## config.mk

```make
export PLATFORM = sky130hd
export DESIGN_NAME = pipe_ctrl
export DESIGN_NICKNAME = d
export VERILOG_FILES = /design/src/rtl/pipe_ctrl.sv
export SDC_FILE = /design/constraint.sdc
export NUM_CORES = 1
export LEC_CHECK = 0
export ABC_AREA = 1
export BUFFER_PORTS_ARGS = -buffer_cell sky130_fd_sc_hd__buf_2
export CAP_MARGIN = 15
export CELL_PAD_IN_SITES_DETAIL_PLACEMENT = 1
export CELL_PAD_IN_SITES_GLOBAL_PLACEMENT = 2
export CORE_MARGIN = 2
export CORE_UTILIZATION = 21
export CTS_CLUSTER_SIZE = 14
export DETAILED_ROUTE_END_ITERATION = 8
export PLACE_DENSITY = 0.76
export SKIP_LAST_GASP = 1
export SYNTH_ARGS = -nofsm -noshare
export SYNTH_HDL_FRONTEND = slang
export SYNTH_SLANG_ARGS = --single-unit
```

## constraint.sdc

```tcl
create_clock -name clk -period 2.3 [get_ports clk]
set_input_delay 0.46 -clock clk [delete_from_list [all_inputs] [get_ports clk]]
set_output_delay 0.46 -clock clk [all_outputs]
set_load 0.02 [all_outputs]
```

## src/rtl/pipe_ctrl.sv

```systemverilog
// Pipeline sequencer: merges stage stall requests, turns MEM exceptions into flush/redirect,
// and counts stall cycles. Optional stall watchdog enabled by defining PIPE_CTRL_WDOG_EN.
module pipe_ctrl #(
  parameter logic [31:0] EXC_VECTOR = 32'h00000020,
  parameter int          CNT_W      = 32,
  parameter int          WDOG_LIMIT = 1024
) (
  input  logic             clk,
  input  logic             rst,
  input  logic             stallreq_if,
  input  logic             stallreq_id,
  input  logic             stallreq_ex,
  input  logic             stallreq_mem,
  input  logic [31:0]      mem_excepttype,
  input  logic [31:0]      cp0_epc,
  output logic [5:0]       stall,
  output logic             flush,
  output logic [31:0]      new_pc,
  output logic [1:0]       ctrl_state,
`ifdef PIPE_CTRL_WDOG_EN
  output logic             wdog_fire,
`endif
  output logic [CNT_W-1:0] stall_cycles
);

  typedef enum logic [1:0] {
    RUN     = 2'b00,
    STALL   = 2'b01,
    RECOVER = 2'b10
  } state_t;

  localparam logic [31:0] EXC_ERET = 32'h0000000e;

  state_t           state_reg, state_next;
  logic [CNT_W-1:0] stall_cycles_reg;
  logic [5:0]       req_vec;
  logic             wdog_hit;

  // Highest requesting stage wins; the stage just below it then sees a bubble.
  always_comb begin
    if (stallreq_mem)      req_vec = 6'b011111;
    else if (stallreq_ex)  req_vec = 6'b001111;
    else if (stallreq_id)  req_vec = 6'b000111;
    else if (stallreq_if)  req_vec = 6'b000011;
    else                   req_vec = 6'b000000;
  end

`ifdef PIPE_CTRL_WDOG_EN
  localparam logic [15:0] WDOG_LAST = 16'(WDOG_LIMIT - 1);
  logic [15:0] wdog_cnt_reg;

  // Fires on the WDOG_LIMIT-th consecutive stalled cycle.
  assign wdog_hit  = (wdog_cnt_reg == WDOG_LAST) && (req_vec != 6'b000000);
  assign wdog_fire = !rst && (state_reg != RECOVER) && (mem_excepttype == 32'h0) && wdog_hit;

  always_ff @(posedge clk) begin
    if (rst || flush || stall == 6'b000000) wdog_cnt_reg <= 16'h0;
    else                                    wdog_cnt_reg <= wdog_cnt_reg + 16'h1;
  end
`else
  assign wdog_hit = 1'b0;
`endif

  always_comb begin
    stall      = 6'b000000;
    flush      = 1'b0;
    new_pc     = 32'h0;
    state_next = state_reg;
    if (rst) begin
      state_next = RUN;
    end else begin
      case (state_reg)
        RECOVER: state_next = RUN;
        default: begin
          if (mem_excepttype != 32'h0) begin
            flush      = 1'b1;
            new_pc     = (mem_excepttype == EXC_ERET) ? cp0_epc : EXC_VECTOR;
            state_next = RECOVER;
          end else if (wdog_hit) begin
            flush      = 1'b1;
            new_pc     = EXC_VECTOR;
            state_next = RECOVER;
          end else begin
            stall      = req_vec;
            state_next = (req_vec != 6'b000000) ? STALL : RUN;
          end
        end
      endcase
    end
  end

  always_ff @(posedge clk) begin
    if (rst) begin
      state_reg        <= RUN;
      stall_cycles_reg <= '0;
    end else begin
      state_reg <= state_next;
      if (stall != 6'b000000 && !(&stall_cycles_reg))
        stall_cycles_reg <= stall_cycles_reg + 1'b1;
    end
  end

  assign ctrl_state   = state_reg;
  assign stall_cycles = stall_cycles_reg;

endmodule
```

Word-level counts from Yosys, hierarchy flattened. Index checks and enable logic that the tools add are counted.

$add $sub $neg: 1. Eq/ne operators: 2. Mux-type cells: 16. Reduce and logical (&&, ||, !) cells: 8.

Operators with widths (count): two-way mux 32 bit (4); adder 32 x 1 -> 32 bit, second input constant (1); == test 32 x 4 -> 1 bit, second input constant (1); AND reduction 32 bit (1); nonzero test 32 bit (1); two-way mux 6 bit (5); nonzero test 6 bit (2); two-way mux 1 bit (4); two-way mux 2 bit (2); two-way mux 3 bit (1); OR reduction 3 bit (1); == test 2 bit, second input constant (1); OR reduction 2 bit (1); logical AND 1 bit (1); logical NOT 1 bit (1).

Register bits: 34. Input port bits: 70. Word-level logic and storage cells: 30.

Longest topological paths before layout.
Depth after elaboration: 9. Depth in mapped cells: 12. Gate-level depth less buffers: 11.

Worst setup path before layout. Ideal clock, no wire load.

Kind: input to output. From: input port mem_excepttype[7]. To: output port new_pc[0]. Arrival: 1.948 ns. Data required time: 1.840 ns. Path slack: -0.108 ns. Cell stages on the path: 9. Path through: nor2_1 nand2_1 nor2_1 nand2_1 nor2_4 nor3_1 inv_1 buf_2 nor2_1.

Word-level cells in the longest chain between the ends: 5. Elaborated cells on any way between the ends: 6. Classes of those cells: 1 x eq/ne; 4 x mux; 1 x reduce/logical.

Ends and longest elaborated chain: start, declared (line 14) `input logic [31:0] mem_excepttype,`; == test 32 x 4 -> 1 bit (line 77) `new_pc = (mem_excepttype == EXC_ERET) ? cp0_epc : EXC_VECTOR;`; two-way mux 32 bit (line 77); two-way mux 32 bit * (line 75) `if (mem_excepttype != 32'h0) begin`; two-way mux 32 bit * (line 72) `case (state_reg)`; two-way mux 32 bit * (line 69) `if (rst) begin`; end, declared (line 18) `output logic [31:0] new_pc,`.

Mark *: on every way between the ends. The rest lies on a longest branch, timed or not.

Worst setup path after layout.
From: input port mem_excepttype[13]. To: output port new_pc[6].

The elaborated chain is that of the path after synthesis.

==> summary.txt <==
Routing
  • Vias per cell: roughly 4.4
  • WL/cell: around 13 um
  • DR pass1 iterations: 4
  • Routed via count: 3,365
  • ANT nets after route: 0
  • Remaining DRCs: 0
  • Post-Route WL: 9.86 mm
  • 1st-iter DRT viols: around 110

Hold path
  • Hold Crit Class: in -> reg
  • Hold Path Origin: stallreq_if

Worst setup path
  • Worst endpoint data arrival time: around 1.7 ns
  • Worst Setup SP: mem_excepttype[13]
  • CP Max Fanout: 16
  • Crit path required time: ~1.8 ns
  • Crit. End Element: output pin
  • RR Startpoint: stall_cycles[1]
  • WS Path Type: in -> out
  • Crit start category: primary input

Floorplanning
  • Die area: roughly 0.014 mm2
  • I/O pins: approximately 140
  • Initial core utilization: between 20% and 30%
  • Area of the core: approximately 0.013 mm2
  • Overall die height: 117 um
  • DIE WIDTH: approximately 120 um
  • Std cell rows: just over 40

Clocking
  • Root Buffer: clkbuf_16
  • Postcts setup bufs: 0
  • # hold bufs at CTS: 0
  • CTS tree: yes
  • H-tree depth: 2
  • Num CTS Buffers: 5
  • Clock-pin slew of the registers on the worst-case setup and hold paths: 0.06 ns
  • Clk sinks: 34
  • Post-CTS sizing: 0
  • Clk buf depth: 2
  • Worst-Skew Late Latency: roughly 0.28 ns

Final layout
  • Post-Route Utilization: a little under a third
  • Share of post-route cells with drive strength above 1: between 30% and 40%
  • Count of nets after finishing: 669
  • Multi-input logic area: around 0.0016 mm2
  • Largest register FFs: 32
  • Final non-filler cell total: 771
  • Seq. cell area: 681 um2
  • Antenna Cells: 0
  • Fillers: between 1,500 and 2,000
  • Synthesis-to-layout area growth: 40.6%

Timing
  • Tcrit/Tclk final: 94.0%
  • Worst Skew: about 0.0036 ns
  • Max Clk Rate: 463 MHz
  • Slew Viols, Final: 0
  • Slew @ Worst Pin: 0.573 ns
  • Setup TNS: 0 ns
  • Fin crit period: ~2.2 ns
  • RSZ-0062 raised after global routing: yes
  • Final hold vios: 0
  • Relative slew slack: approximately 62%
  • Final setup viols: 0

Synth
  • Mapped Cells: approximately 460
  • Synth cell types: 30
  • Synth warn: 0
  • Register area share after synthesis: 25.5%
  • Avg Cell Area, Syn: just under 6 um2
  • Synth Register Bits: 34
  • Synthesized cell area: approximately 0.0027 mm2
  • Syn nets: 529

Placement
  • DP Wirelength: approximately 7.8 mm
  • Port buffer count: around 140
  • Gp weighted congestion: slightly below 0.8
  • Placed cells: ~760

Power
  • Switching Power: 335 uW
  • Max VDD drop: 0.000241 V
  • Part of the power in combinational logic: ~8.4%
  • Switching Fraction: roughly 23%
  • Power Dens Cells: between 300 and 400 mW/mm2
  • Cell-internal power: roughly 1100 uW
  • Sequential share of power: 40.0%
  • Clock power share: around half
  • P_leak: approximately 0.0019 uW

Global route
  • M2 GR Usage: 26.6%
  • Largest net degree at the start of global routing: 33
  • Routing usage on met3: under 10%
  • Initial antenna violation count: 0
  • Number of global-route vias before repair: 3,327
  • GR Overflow Total: 0
  • First-pass GRT wire length: between 15 and 20 mm
  • Overall Global Routing Usage: approximately 14%
  • Global routing's busiest layer: met2
  • Met1 Resource Use GR: 17.3%

Outcome
  • Status: finished, final reports clean

Flow run
  • Max-capacitance violation count: 0
## final cells by class
cell class                      instances  share of cell area [%]
Multi-Input combinational cell        346                    43.4
Timing Repair Buffer                  154                    22.7
Sequential cell                        34                    18.1
Tap cell                              172                    5.72
Inverter                               57                    5.69
Clock buffer                            8                    4.43
## cells in the final DEF, fill, tap and decap left out, types with 3 or more instances in the layout
master,netlist,final
a21oi_1,4,4
nor2_2,4,4
nor2_4,4,4
dfxtp_1,34,34
buf_2,7,138
nand3_2,6,7
nand2_2,4,4
nand3_1,31,30
nand2_1,121,121
clkbuf_16,0,6
nor2_1,121,121
nand4_1,26,26
inv_1,55,55
nor3_1,9,8
buf_4,4,13
clkbuf_8,0,3
## stage by stage
stage	total power [uW]	hold WS [ns]	cell area, um2	worst slack [ns]
finish	1480	0.461	3760	0.138
floorplan	652	0.590	2680	0.141
detailed placement	730	0.530	3550	0.125
CTS	1500	0.463	3710	0.119
global route	1540	0.486	3760	-0.0189
global placement	726	0.528	3550	0.149
## logic make-up (layout without fill, tap and decap cells)
logic type,count (synthesis),count (layout),synth area share (%)
simple gates,338,338,58.5
compound gates,6,6,1.12
other cells,1,1,0.140
fa+ha+maj,1,1,0.468
buf+inv,78,219,14.3
flops,34,34,25.5
## worst paths after layout
path,to,slack (ns),cells after the start
worst max register to register,stall_cycles[0],0.28,11
worst min-delay path,ctrl_state[0],0.46,3
worst min register to register,stall_cycles[26],0.54,2
worst max-delay path,new_pc[6],0.14,9
## cells in the mapped netlist
master	count	area (um2)
dfxtp_1	34	681
nor2_1	121	454
nor3_2	1	10.0
buf_2	7	35.0
nand2_2	4	25.0
nand3_4	1	17.5
buf_8	1	15.0
nand3b_1	2	15.0
nand4_1	26	163
nor4_1	3	18.8
o21ai_1	2	10.0
nor2_8	2	40.0
and2_1	1	6.26
nand3b_4	1	20.0
buf_4	4	30.0
conb_1	1	3.75
buf_6	5	56.3
nor2_2	4	25.0
nand2_4	1	11.3
a21oi_1	4	20.0
ha_1	1	12.5
nor3_1	9	45.0
inv_2	2	7.51
nand3_2	6	60.1
inv_1	55	206
nor2_4	4	45.0
nand2_1	121	454
buf_12	1	20.0
clkbuf_1	3	11.3
nand3_1	31	155
## per-layer routing
metal  vias up  wire length (um)
met2        82              4920
met4         0                48
li1       1702                 -
met5         -                 0
met3         4               568
met1      1577              4320
## power by group through the flow
stage,Combinational (uW),Clock [uW],Sequential [uW]
3_5_place_dp,127,0,604
6_report,124,761,591
5_1_grt,139,807,591
4_1_cts,127,785,591
2_1_floorplan,46.7,0,605
3_3_place_gp,122,0,604
## critical path: stages
cell       delay, ns
buf_2           0.09
nor2_1          0.09
nand2_1         0.08
nor4_2          0.26
and2_4          0.21
clkbuf_16       0.17
nand2_1         0.05
nor2_1          0.10
buf_2           0.17
Note: power is estimated with default switching activity, not from simulation.
